===== config.mk =====
export PLATFORM = sky130hd
export DESIGN_NAME = div_sequencer
export DESIGN_NICKNAME = d
export VERILOG_FILES = /design/src/rtl/div_sequencer.sv
export SDC_FILE = /design/constraint.sdc
export NUM_CORES = 1
export LEC_CHECK = 0
export BUFFER_PORTS_ARGS = -buffer_cell sky130_fd_sc_hd__buf_2
export CORE_UTILIZATION = 45
export DETAILED_ROUTE_END_ITERATION = 6
export PLACE_DENSITY = 0.75
export SLEW_MARGIN = 20
export SYNTH_ARGS = -nofsm -noshare
export SYNTH_HDL_FRONTEND = slang
export SYNTH_SLANG_ARGS = --single-unit

===== constraint.sdc =====
create_clock -name clk -period 2.34 [get_ports clk]
set_clock_uncertainty 0.2 [all_clocks]
set_input_delay 0.234 -clock clk [delete_from_list [all_inputs] [get_ports clk]]
set_output_delay 0.234 -clock clk [all_outputs]
set_load 0.05 [all_outputs]

===== src/rtl/div_sequencer.sv =====
`default_nettype none
// ==========================================================================
// div_sequencer : hands one divide to an iterative divider per accepted start,
// with a divide-by-zero bypass and a Done timeout.       Rev 1.0
// ==========================================================================
module div_sequencer #(
  parameter int unsigned TIMEOUT_CYCLES = 200000
) (
  input  logic        clk,
  input  logic        rst,
  input  logic        start,
  input  logic [15:0] dividend,
  input  logic [15:0] divisor,
  output logic        div_load,
  output logic [15:0] div_a,
  output logic [15:0] div_b,
  output logic        div_reset,
  input  logic        div_done,
  input  logic [15:0] div_q,
  input  logic [15:0] div_r,
  output logic        busy,
  output logic [15:0] result,
  output logic [15:0] remainder,
  output logic        result_valid,
  output logic        div_by_zero,
  output logic        timeout
);

  typedef enum logic [2:0] {
    IDLE  = 3'd0,
    LOAD  = 3'd1,
    ARM   = 3'd2,
    WAIT  = 3'd3,
    WRITE = 3'd4,
    ZERO  = 3'd5,
    ABORT = 3'd6
  } state_t;

  localparam logic [17:0] CNT_LAST = 18'(TIMEOUT_CYCLES - 1);

  state_t      state_q;
  logic [17:0] cnt_q;
  logic [17:0] cnt_d;
  logic        cnt_last;
  logic        div_load_q, div_reset_q, valid_q, dbz_q, to_q;
  logic [15:0] div_a_q, div_b_q, result_q, remainder_q;

  assign cnt_d    = cnt_q + 18'd1;
  assign cnt_last = (cnt_q == CNT_LAST);

  always_ff @(posedge clk) begin
    if (!rst) begin
      state_q     <= IDLE;
      cnt_q       <= '0;
      div_load_q  <= 1'b0;
      div_reset_q <= 1'b0;
      valid_q     <= 1'b0;
      dbz_q       <= 1'b0;
      to_q        <= 1'b0;
      div_a_q     <= '0;
      div_b_q     <= '0;
      result_q    <= '0;
      remainder_q <= '0;
    end else begin
      div_load_q  <= 1'b0;
      div_reset_q <= 1'b0;
      valid_q     <= 1'b0;
      case (state_q)
        IDLE: begin
          if (start) begin
            div_a_q <= dividend;
            div_b_q <= divisor;
            dbz_q   <= 1'b0;
            to_q    <= 1'b0;
            cnt_q   <= '0;
            if (divisor == 16'd0) begin
              state_q <= ZERO;
            end else begin
              state_q    <= LOAD;
              div_load_q <= 1'b1;
            end
          end
        end
        LOAD: begin
          cnt_q   <= '0;
          state_q <= ARM;
        end
        // Done is still high from the previous divide until the new load lands.
        ARM: begin
          if (!div_done) begin
            cnt_q   <= cnt_d;
            state_q <= WAIT;
          end else if (cnt_last) begin
            state_q     <= ABORT;
            result_q    <= 16'hFFFF;
            remainder_q <= 16'h0000;
            to_q        <= 1'b1;
            div_reset_q <= 1'b1;
            valid_q     <= 1'b1;
          end else begin
            cnt_q <= cnt_d;
          end
        end
        WAIT: begin
          if (div_done) begin
            result_q    <= div_q;
            remainder_q <= div_r;
            valid_q     <= 1'b1;
            state_q     <= WRITE;
          end else if (cnt_last) begin
            state_q     <= ABORT;
            result_q    <= 16'hFFFF;
            remainder_q <= 16'h0000;
            to_q        <= 1'b1;
            div_reset_q <= 1'b1;
            valid_q     <= 1'b1;
          end else begin
            cnt_q <= cnt_d;
          end
        end
        WRITE: state_q <= IDLE;
        ZERO: begin
          result_q    <= 16'hFFFF;
          remainder_q <= div_a_q;
          dbz_q       <= 1'b1;
          valid_q     <= 1'b1;
          state_q     <= IDLE;
        end
        ABORT:   state_q <= IDLE;
        default: state_q <= IDLE;
      endcase
    end
  end

  assign busy         = (state_q != IDLE);
  assign div_load     = div_load_q;
  assign div_a        = div_a_q;
  assign div_b        = div_b_q;
  assign div_reset    = div_reset_q | ~rst;
  assign result       = result_q;
  assign remainder    = remainder_q;
  assign result_valid = valid_q;
  assign div_by_zero  = dbz_q;
  assign timeout      = to_q;

endmodule
`default_nettype wire


======== Word level (Yosys, flattened, before mapping) ========
Index checks and enable logic that the tools add are counted.
word-level totals
  bits in registers ....................... 90
  input port bits ......................... 68
  output and inout bits ................... 70
operators by class
  add/subtract/negate cells ............... 1
  eq/ne operators ......................... 8
  muxes and demuxes ....................... 32
  bitwise logic cells ..................... 2
  reduce and logical (&&, ||, !) cells .... 13
operator list
  kind                     count
  $mux W16                 6
  $pmux W16 S3             2
  $mux W18                 4
  $pmux W18 S4             1
  $add A18 B1 Y18 const B  1
  $eq A18 B18 Y1 const B   1
  $logic_not A16 Y1        1
  $mux W3                  5
  $pmux W3 S4              1
  $mux W1                  9
  $reduce_bool A3 Y1       3
  $eq A3 B2 Y1 const B     2
  $ne A2 B2 Y1 const B     3
  $pmux W1 S3              2
  $reduce_and A2 Y1        3
  $reduce_and A3 Y1        2
  $pmux W1 S2              2
  $reduce_and A4 Y1        1
  $reduce_bool A4 Y1       1
  $eq A3 B1 Y1 const B     1
  $eq A3 B3 Y1 const B     1
  $logic_not A3 Y1         1
  $reduce_bool A2 Y1       1
  $not A1 Y1               1
  $or A1 B1 Y1             1

======== Longest topological paths before layout ========
  depth in word-level cells ............... 4
  gate-level depth with buffers ........... 8

======== Worst setup path before layout ========
OpenSTA, ideal clock, no wires.
  kind .................................... register to register
  from .................................... register cnt_q[12]
  to ...................................... register result_q[5], in the netlist result[5]
  library setup time ...................... 0.061 ns
  arrival time ............................ 2.218 ns
  data required time ...................... 2.079 ns
  setup slack ............................. -0.139 ns
  stages on the path, launching flop included .. 8
  buffers on the path ..................... 2
  path through ............................ dfxtp_1 -> or4b_1 -> or4b_4 -> or2_4 -> buf_6 -> buf_6 -> a31oi_1 -> o221a_1
between the ends
  cells in the longest elaborated chain, start to end .. 4
  elaborated cells on any way between the ends .. 5
  those cells by class .................... 1 x eq/ne; 4 x mux
ends and longest elaborated chain
  element                      RTL line  text
  start, declared              42        logic [17:0] cnt_q;
  start signal, assigned       91        cnt_q <= cnt_d;
  start signal, assigned       101       cnt_q <= cnt_d;
  start signal, assigned       118       cnt_q <= cnt_d;
  $eq A18 B18 Y1 (*)           49        assign cnt_last = (cnt_q == CNT_LAST);
  $mux W16 (*)                 --
  $mux W16 (on tied branches)  --
  $pmux W16 S3 (*)             --
  end signal, assigned         106       result_q <= div_q;
  end, declared                46        logic [15:0] div_a_q, div_b_q, result_q, remainder_q;
Mark *: on every way between the ends. The rest lies on a longest branch, timed or not. The select of a mux whose other input is x is not followed.
A chain may end at the register's enable or synchronous reset.

======== Final worst setup path ========
  from .................................... register cnt_q[9]
  to ...................................... register result_q[13], in the netlist result[13]
Same word-level chain as after synthesis.

==> impl_metrics.py <==
metrics = {
    "outcome": {
        "status": "finished, violations left",
        "violations": "setup timing",
    },
    "power": {
        "irDropWorstVdd_v": 0.000406,
        "p_per_area_nw_per_um2": 629,
        "p_leak_nw": 2.42,
    },
    "clock_network": {
        "clock-root-buffer": "clkbuf_8",
        "numCtsBuffers": 9,
        "cts_sinks": 90,
        "tritoncts": "built",
        "h-tree-depth": 3,
        "clk_path_buf_depth": 2,
        "path_clk_slew_ns": 0.09,
        "insertion_delay_ns": 0.36,
    },
    "sta": {
        "final_max_slew_viol_count": 0,
        "setup_viol": 41,
        "slew_headroom_pct": 59.2,
        "worst_pin_slew_ns": 0.608,
        "fmax_ghz": 0.404,
        "grt_setup_unrepaired": "yes",
        "hold_viol_final": 0,
        "timing.hold.ws_ns": 0.00527,
        "finalCritPeriodShare_pct": 106,
        "final.setup.tns_ns": -3.54,
        "fin_ws_ns": -0.133,
        "period_minus_slack_ns": 2.47,
    },
    "yosys": {
        "ys_top_cells_by_count": "nand2_1, dfxtp_1, a21boi_0",
        "synth_edf_count": 0,
        "seq_area_frac_synth_pct": 44.0,
        "ys_types": 44,
        "ys_ff_latch": 90,
        "yosysMostFrequentCell": "nand2_1",
        "yosys.area.top_type": "dfxtp_1",
        "synthFlopType": "dfxtp_1",
        "yosysTopAreaCellShare_pct": 44.0,
        "syn_nets": 577,
        "yosysWarnings": 0,
        "async_flop_share_pct": 0,
        "avgSynthCellArea_sq_um": 8.07,
        "synthCells": 508,
        "netlist_area_sq_um": 4100,
        "synthTopCellsByArea": "dfxtp_1, nand2_1, a21boi_0",
    },
    "placement": {
        "post-place-ws_ns": -0.103,
        "dp.cells": 745,
        "dpl_cell_area_sq_um": 5040,
        "gp_congestion": 0.914,
        "port_buffers": 137,
        "place_hpwl_um": 7830,
    },
    "drt": {
        "routed_wl_um": 12200,
        "dr.pass1.iters": 5,
        "wl_per_cell_um": 15.2,
        "vias": 4464,
        "drt_drc_violations_left": 0,
        "postRouteAntennaNets": 0,
        "via_per_inst": 5.55,
        "drtIter0Drc": 302,
    },
    "die": {
        "rows": 34,
        "initial_core_util_pct": 46.8,
        "io_pins": 138,
        "die-area_sq_um": 9490,
        "die_y_um": 97.4,
        "coreArea_sq_um": 8760,
        "die_w_um": 97.4,
    },
    "grt": {
        "grt_usage_pct": 25.0,
        "first_global_vias": 4211,
        "grt_max_degree": 37,
        "antenna_found_initial": 0,
        "grt_overflow": 0,
        "grt_first_pass_wirelength_um": 19400,
    },
    "finish": {
        "finalNonFillerCells": 804,
        "finalInstanceArea_sq_um": 5750,
        "final_nets": 760,
        "syn2layout_area_growth_pct": 40.2,
        "drive_gt1_share_pct": 28.7,
        "diodes": 0,
    },
    "setup_path": {
        "worstPathRequired_ns": 2.45,
        "crit_type": "reg2reg",
        "startpoint_type": "flip-flop",
        "end_kind": "flip-flop",
        "arrival_ns": 2.58,
        "cp_max_fo": 10,
    },
    "worst_hold_path": {
        "hp-class": "in2reg",
    },
    "job": {
        "max_cap_viol_count": 0,
    },
}
## timing repair
item                                    in CTS  in global routing
hold buffers                                41                  1
hold endpoints to repair                    41                  1
buffers inserted                             0                  1
endpoints found under the setup margin      42                 48
gates resized for setup                      5                  7
pin swaps                                   10                  4
## flip-flops by register name, summed over array words and instances, names as in the netlist
name and flops:
cnt_q 18, div_a 16, div_b 16, div_by_zero 1
div_load 1, div_reset_q 1, remainder 16, result 16
result_valid 1, state_q 3, timeout 1
## cells in the final DEF (no fill, tap or decap), types with 2 or more instances in the layout
cell           count
o21bai_1           2
a31oi_1           18
xor2_1             2
o21ai_1           13
o21ai_0           18
o221a_2            3
dlygate4sd3_1     42
a41oi_2            2
buf_12             4
or3_1              3
nand2_1          140
nand3_1            6
a22o_1            16
and3_1             4
nor2b_1            5
clkbuf_8           9
nor2_1            26
clkinvlp_4         2
a31oi_4            2
o221a_1           16
clkbuf_1           2
nor3b_1            2
nand4b_1           2
and2_1             3
nand2b_1           5
a21oi_1           13
a31oi_2            3
dfxtp_1           89
nor3_1             8
inv_1              2
a21boi_0          35
buf_4             25
buf_2            137
nand4_1            5
nor4_1             7
## stage by stage
step                      total power [mW]  utilization, %
after detailed placement              2.48            57.5
after floorplan                       2.24               -
after global routing                  3.77            65.6
final                                 3.61            65.6
after global placement                2.46            57.5
after CTS                             3.59            64.8
## final timing paths
path,slack (ns),start,depth (start not counted),endpoint
setup / recovery,-0.13,cnt_q[9],6,result[13]
hold / removal,0.005,div_r[12],4,remainder[12]
setup reg to reg,-0.13,cnt_q[9],6,result[13]
hold reg to reg,0.25,remainder[8],2,remainder[8]
## report_power, final
part	internal (mW)	leakage, nW	switching [mW]
clock	0.501	0.0901	0.581
sequential	1.61	0.733	0.0572
combinational	0.288	1.59	0.577
total	2.40	2.42	1.21
## layer usage
metal	routed length (um)	GRT usage (%)	up-vias
met2	5950	43.3	177
met4	285	8.37	0
li1	-	-	2178
met5	0	0	-
met1	5100	29.6	2081
met3	846	7.05	28
## area by class of cell
| class | count | area, sq um |
|---|---|---|
| inverter | 2 | 7.51 |
| clock inverter | 5 | 62.6 |
| tap | 108 | 135 |
| clock buffer | 11 | 131 |
| sequential | 90 | 1800 |
| multi-input combinational | 379 | 2220 |
| timing repair buffer | 209 | 1390 |
| fill | 735 | 3020 |
## cell families after synthesis
kind of cell             after synthesis  synth area share (%)
AND/OR/NAND/NOR                      225                  24.4
AO/OA/AOI/OAI                        150                  26.7
flip-flops                            90                  44.0
buffers and inverters                 39                  4.00
XOR/XNOR                               2                 0.427
multiplexers                           1                 0.244
adder cells (fa/ha/maj)                1                 0.305
## worst max-delay path, stage by stage, from the launching register on
cell     delay [ns]
dfxtp_1        0.33
or4b_1         0.53
or4b_4         0.54
or2_4          0.29
buf_12         0.15
a31oi_1        0.17
o221a_1        0.21
(Power assumes the default switching activity.)
